File: src/rtl/alu_arbiter.sv
// Round-robin two-port arbiter sequencing requests onto one shared 8-bit logic ALU.
// Optional registered zero flag (rsp_zero) is enabled by defining ALU_ARB_ZERO_FLAG_EN.

module ALU (
    input  logic [7:0] a,
    input  logic [7:0] b,
    input  logic [1:0] op,
    output logic [7:0] y
);

    always_comb begin
        unique case (op)
            2'b00:   y = a & b;
            2'b01:   y = a | b;
            2'b10:   y = ~(a & b);
            default: y = ~(a | b);
        endcase
    end

endmodule

module alu_arbiter #(
    parameter int unsigned START_PRIO = 0
) (
    input  logic       clk,
    input  logic       rst,
    input  logic       req0_valid,
    output logic       req0_ready,
    input  logic [7:0] req0_a,
    input  logic [7:0] req0_b,
    input  logic [1:0] req0_op,
    input  logic       req1_valid,
    output logic       req1_ready,
    input  logic [7:0] req1_a,
    input  logic [7:0] req1_b,
    input  logic [1:0] req1_op,
    output logic       rsp0_valid,
    input  logic       rsp0_ready,
    output logic       rsp1_valid,
    input  logic       rsp1_ready,
    output logic [7:0] rsp_data,
`ifdef ALU_ARB_ZERO_FLAG_EN
    output logic       rsp_zero,
`endif
    output logic       busy
);

    typedef enum logic [1:0] {IDLE, EXEC, RESP} state_t;

    state_t     state, state_nxt;
    logic       prio;
    logic       gnt;
    logic       sel;
    logic       req_hs;
    logic       rsp_hs;
    logic [7:0] a_q, b_q, alu_y;
    logic [1:0] op_q;

    // Contention resolves to the priority pointer; a lone requester always wins.
    always_comb begin
        sel = req1_valid;
        if (req0_valid && req1_valid) begin
            sel = prio;
        end
    end

    assign req_hs = (req0_valid && req0_ready) || (req1_valid && req1_ready);
    assign rsp_hs = (rsp0_valid && rsp0_ready) || (rsp1_valid && rsp1_ready);

    always_ff @(posedge clk) begin
        if (rst) begin
            state <= IDLE;
        end else begin
            state <= state_nxt;
        end
    end

    always_comb begin
        state_nxt = state;
        unique case (state)
            IDLE:    if (req_hs) state_nxt = EXEC;
            EXEC:    state_nxt = RESP;
            RESP:    if (rsp_hs) state_nxt = IDLE;
            default: state_nxt = IDLE;
        endcase
    end

    always_comb begin
        req0_ready = (state == IDLE) && req0_valid && !sel;
        req1_ready = (state == IDLE) && req1_valid && sel;
        rsp0_valid = (state == RESP) && !gnt;
        rsp1_valid = (state == RESP) && gnt;
        busy       = (state != IDLE);
    end

    ALU u_alu (
        .a  (a_q),
        .b  (b_q),
        .op (op_q),
        .y  (alu_y)
    );

    always_ff @(posedge clk) begin
        if (rst) begin
            prio     <= 1'(START_PRIO);
            gnt      <= 1'b0;
            a_q      <= '0;
            b_q      <= '0;
            op_q     <= '0;
            rsp_data <= '0;
`ifdef ALU_ARB_ZERO_FLAG_EN
            rsp_zero <= 1'b1;
`endif
        end else begin
            if (state == IDLE && req_hs) begin
                gnt  <= sel;
                a_q  <= sel ? req1_a  : req0_a;
                b_q  <= sel ? req1_b  : req0_b;
                op_q <= sel ? req1_op : req0_op;
            end
            if (state == EXEC) begin
                rsp_data <= alu_y;
`ifdef ALU_ARB_ZERO_FLAG_EN
                rsp_zero <= (alu_y == 8'h00);
`endif
            end
            if (state == RESP && rsp_hs) begin
                prio <= ~gnt;
            end
        end
    end

endmodule

File: config.mk
export PLATFORM = sky130hd
export DESIGN_NAME = alu_arbiter
export DESIGN_NICKNAME = d
export VERILOG_FILES = /design/src/rtl/alu_arbiter.sv
export SDC_FILE = /design/constraint.sdc
export NUM_CORES = 1
export LEC_CHECK = 0
export CORE_UTILIZATION = 35
export CTS_BUF_LIST = sky130_fd_sc_hd__clkbuf_16
export CTS_CLUSTER_SIZE = 40
export DETAILED_ROUTE_END_ITERATION = 16
export SYNTH_ARGS = -nofsm -noshare
export SYNTH_HDL_FRONTEND = slang
export SYNTH_HIERARCHICAL = 1
export SYNTH_SLANG_ARGS = --single-unit
File: constraint.sdc
create_clock -name clk -period 1.83 [get_ports clk]
set_clock_uncertainty 0.15 [all_clocks]
set_input_delay 0.366 -clock clk [delete_from_list [all_inputs] [get_ports clk]]
set_output_delay 0.366 -clock clk [all_outputs]
set_load 0.02 [all_outputs]
== Word level (Yosys, flattened, before mapping) ==
Index checks and enable logic that the tools add are counted.
Word-level totals
  flip-flop bits (word level): 30
  input bits: 42
  logic and storage cells: 47
Cells by class
  eq/ne operators: 6
  multiplexer cells: 8
  bitwise gates (word level): 5
  reduce and logical (&&, ||, !) cells: 21
Operators with widths (count)
  8-bit one-hot mux with 3 select lines: 1
  8-bit two-way mux: 2
  8-bit inverter: 2
  1-bit logical AND: 13
  8-bit bitwise AND: 1
  8-bit OR: 1
  2-bit two-way mux: 3
  2-bit one-hot mux with 3 select lines: 1
  2-bit by 1-bit == test with 1-bit output, second input constant: 2
  2-bit == test, second input constant: 2
  2-bit zero test: 2
  2-bit != test, second input constant: 2
  1-bit zero test: 2
  1-bit logical OR: 2
  2-bit AND reduction: 1
  2-bit nonzero test: 1
  1-bit two-way mux: 1
  1-bit inverter: 1

== Logic depth before layout (Yosys ltp) ==
  depth after elaboration: 8
  depth in mapped cells: 5

== Cells and area by module ==
The synthesis kept the hierarchy.
By module, submodules not included
  alu_arbiter: times used 1, cells each 169, area each 1507.7 um^2
  ALU: times used 1, cells each 18, area each 176.4 um^2

== Worst setup path before layout ==
No wires, ideal clock.
  path type: flip-flop to output port
  start point: reg state[0]
  end point: out req0_ready
  arrival time: 0.980 ns
  data required time: 1.314 ns
  setup slack: 0.334 ns
  cell stages (with the launch flop): 4
  cell sequence: dfxtp_1 > nor2_4 > buf_2 > and3_1
Between the ends
  longest elaborated chain between the ends: 3
RTL lines
  start, declared: line 50  | state_t state, state_nxt;
  start signal, assigned: line 74  | state <= state_nxt;
  2-bit zero test: line 89  | req0_ready = (state == IDLE) && req0_valid && !sel;
  1-bit logical AND (2 in a row): line 89
  end, declared: line 28  | output logic req0_ready,
Every way passes these cells.

== Worst setup path in the final report ==
  start point: reg rsp_data[1]
  end point: out rsp_data[1]
RTL lines
  start, declared: line 41  | output logic [7:0] rsp_data,
  start signal, assigned: line 122  | rsp_data <= alu_y;
No word-level cell between the ends.

==> results.sh <==
export IMPL_slew_headroom=0.652
export IMPL_fill_cells=437
export IMPL_timing_final_crit_share=0.937
export IMPL_clock_path_buffers=2
export IMPL_worstPathMaxFanout=2
export IMPL_ff2ff_path_depth=6
export IMPL_dpl_hpwl_um=2950
export IMPL_gp_congestion=0.814
export IMPL_drtIter0Drc=59
export IMPL_die_w_um=71.4
export IMPL_min_path_type="register to register"
export IMPL_synth_seq_cells=30
export IMPL_crit_required_ps=1310
export IMPL_setup_ws_ps=116
export IMPL_cp_buffers_inverters=1
export IMPL_avgViaCountPerCell=5.12
export IMPL_grt_use_total=0.180
export IMPL_cp_slowest_cell="clkdlybuf4s50_1"
export IMPL_die_y_um=71.4
export IMPL_reg2reg_from="prio"
export IMPL_cp_start_kind="register"
export IMPL_root_buffer="clkbuf_16"
export IMPL_maxCapViolations=0
export IMPL_crit_family="buffers and inverters"
export IMPL_max_stage_delay_ps=600
export IMPL_synth_avg_cell_area_sq_um=9.01
export IMPL_drive_gt1_frac=0.263
export IMPL_final_antenna_net_count=0
export IMPL_area_growth_pct=48.2
export IMPL_violations="DRC"
export IMPL_crit_type="register to output port"
export IMPL_clkSinkCount=30
export IMPL_port_buffers=54
export IMPL_path_depth=1
export IMPL_finalWirelength_um=4220
export IMPL_rows=24
export IMPL_die_area_sq_mm=0.00509
export IMPL_wl_met1_um=1960
export IMPL_powerDensity_mw_per_mm2=845
export IMPL_grt_pass1_vias=1492
export IMPL_crit_end="rsp_data[1]"
export IMPL_synth_warnings=6
export IMPL_leakage_nw=0.962
export IMPL_dpl_worst_slack_ps=-469
export IMPL_synth_nets=229
export IMPL_tightest_slew_ps=520
export IMPL_grt_pass1_wl_um=7110
export IMPL_overflow=0
export IMPL_ff2ff_setup_slack_ps=340
export IMPL_drtPass1Iterations=10
export IMPL_core_sq_mm=0.00447
export IMPL_h_tree_depth=2
export IMPL_hold_viol_final=0
export IMPL_wire_per_inst_um=13.9
export IMPL_clk_pin_slew_ps=50
export IMPL_drv_slew=0
export IMPL_grt_max_degree=31
export IMPL_r2r_end="b_q[5]"
export IMPL_io_pins=55
export IMPL_vias=1550
export IMPL_tritoncts="built"
export IMPL_final_net_count=292
export IMPL_power_mw=2.11
export IMPL_start_util=0.376
export IMPL_status="complete, but fails checks"
export IMPL_setup_viol=0
export IMPL_grt_antenna_before_repair=0
export IMPL_path_cells="clkdlybuf4s50_1"
export IMPL_drc=5
export IMPL_setup_tns_ps=0
export IMPL_wl_met2_um=2040
export IMPL_cp_end_kind="output port"
export IMPL_numCtsBuffers=5
export IMPL_diodes=0
export IMPL_seq_area_frac_synth=0.357
export IMPL_synth_cells=187
export IMPL_highest_layer="met4"
export IMPL_clkLatencyLatePin_ps=270
export IMPL_synth_area_sq_mm=0.00168
export IMPL_fin_crit_ps=1710
export IMPL_vdd_ir_drop_worst_v=0.000436
export IMPL_met3_length_um=169
export IMPL_cp_arrival_ps=1200
export IMPL_grt_setup_unrepaired="false"
export IMPL_fmax_mhz=583
export IMPL_startpoint="rsp_data[1]"
export IMPL_yosysUniqueCellTypes=31
==> how the worst min path moves through the flow <==
stage	start	cells past startpoint	endpoint
floorplan	rst	1	prio
global placement	rsp_data[7]	2	rsp_data[7]
detailed placement	rsp_data[0]	2	rsp_data[0]
CTS	rsp_data[7]	2	rsp_data[7]
global route	rsp_data[0]	2	rsp_data[0]
finish	rsp_data[7]	2	rsp_data[7]
==> where the power goes <==
| group | total (mW) | leakage [nW] | switching, mW | internal (mW) |
|---|---|---|---|---|
| Clock | 0.759 | 0.0724 | 0.270 | 0.490 |
| Sequential | 0.788 | 0.247 | 0.0626 | 0.725 |
| Combinational | 0.562 | 0.642 | 0.265 | 0.297 |
==> kinds of logic after synthesis <==
group / synth area share
DFF: 0.357
xor gates and xnor gates: 0.0416
AOI/OAI and AO/OA: 0.314
adders and majority gates: 0.0535
and+or+nand+nor: 0.147
buffers and inverters: 0.0810
muxes: 0.00594
==> placed cells by master, fill, tap and decap left out, types with 2 or more instances in the layout <==
cell,n
a21oi_1,19
a21oi_2,10
a311oi_1,8
a311oi_2,10
buf_12,3
buf_4,16
buf_6,2
clkbuf_16,5
clkbuf_2,2
clkdlybuf4s50_1,47
dfxtp_1,30
dlymetal6s2s_1,2
inv_1,3
inv_2,3
maj3_2,8
nand2_1,17
nand2b_1,2
nand3_1,19
nor2b_1,3
o21ai_0,19
xor2_1,8
==> stage by stage <==
stage	utilization	area [sq um]	hold WS, ps	std cells
after floorplan	-	1680	294	187
after global placement	0.521	2330	292	291
after detailed placement	0.521	2330	297	291
after CTS	0.551	2470	304	300
after global routing	0.558	2500	327	303
final	0.558	2500	300	303
==> synth_stat cells, drive strengths merged <==
master / instances / area [sq um]
a21oi: 30 / 199
dfxtp: 30 / 601
nand3: 19 / 95.1
o21ai: 19 / 95.1
a311oi: 18 / 220
nand2: 17 / 63.8
buf: 11 / 90.1
maj3: 8 / 90.1
xor2: 8 / 70.1
clkbuf: 7 / 27.5
inv: 5 / 18.8
nor2b: 3 / 18.8
and2b: 2 / 17.5
and3: 2 / 12.5
nand2b: 2 / 12.5
nor2: 2 / 15.0
a2111oi: 1 / 15.0
and2: 1 / 6.26
mux2i: 1 / 10.0
or2: 1 / 6.26
==> repair_timing <==
action	in CTS	in global routing
endpoints found under the setup margin	6	10
resized for setup	14	7
setup buffers	1	3
hold buffers	0	0
pin swaps	1	1
==> state kept, by name (all words and copies together), names as in the netlist <==
name,cells
a_q,8
state,2
rsp_data,8
prio,1
op_q,2
b_q,8
gnt,1
==> cell type report <==
| type | count | area, sq um | area share |
|---|---|---|---|
| multi-input cells | 134 | 952 | 0.381 |
| repair buffers | 74 | 722 | 0.289 |
| flip-flops and latches | 30 | 601 | 0.241 |
| clock buffers | 5 | 125 | 0.0501 |
| well taps | 52 | 65.1 | 0.0261 |
| inverters | 5 | 18.8 | 0.00752 |
| clock inverters | 3 | 12.5 | 0.00501 |
==> metal layers <==
metal | vias up | track usage
li1 | 807 | -
met1 | 698 | 0.230
met2 | 40 | 0.297
met3 | 5 | 0.0422
met4 | 0 | 0.0667
met5 | - | 0
No activity file was read; power rests on OpenSTA's default activity.
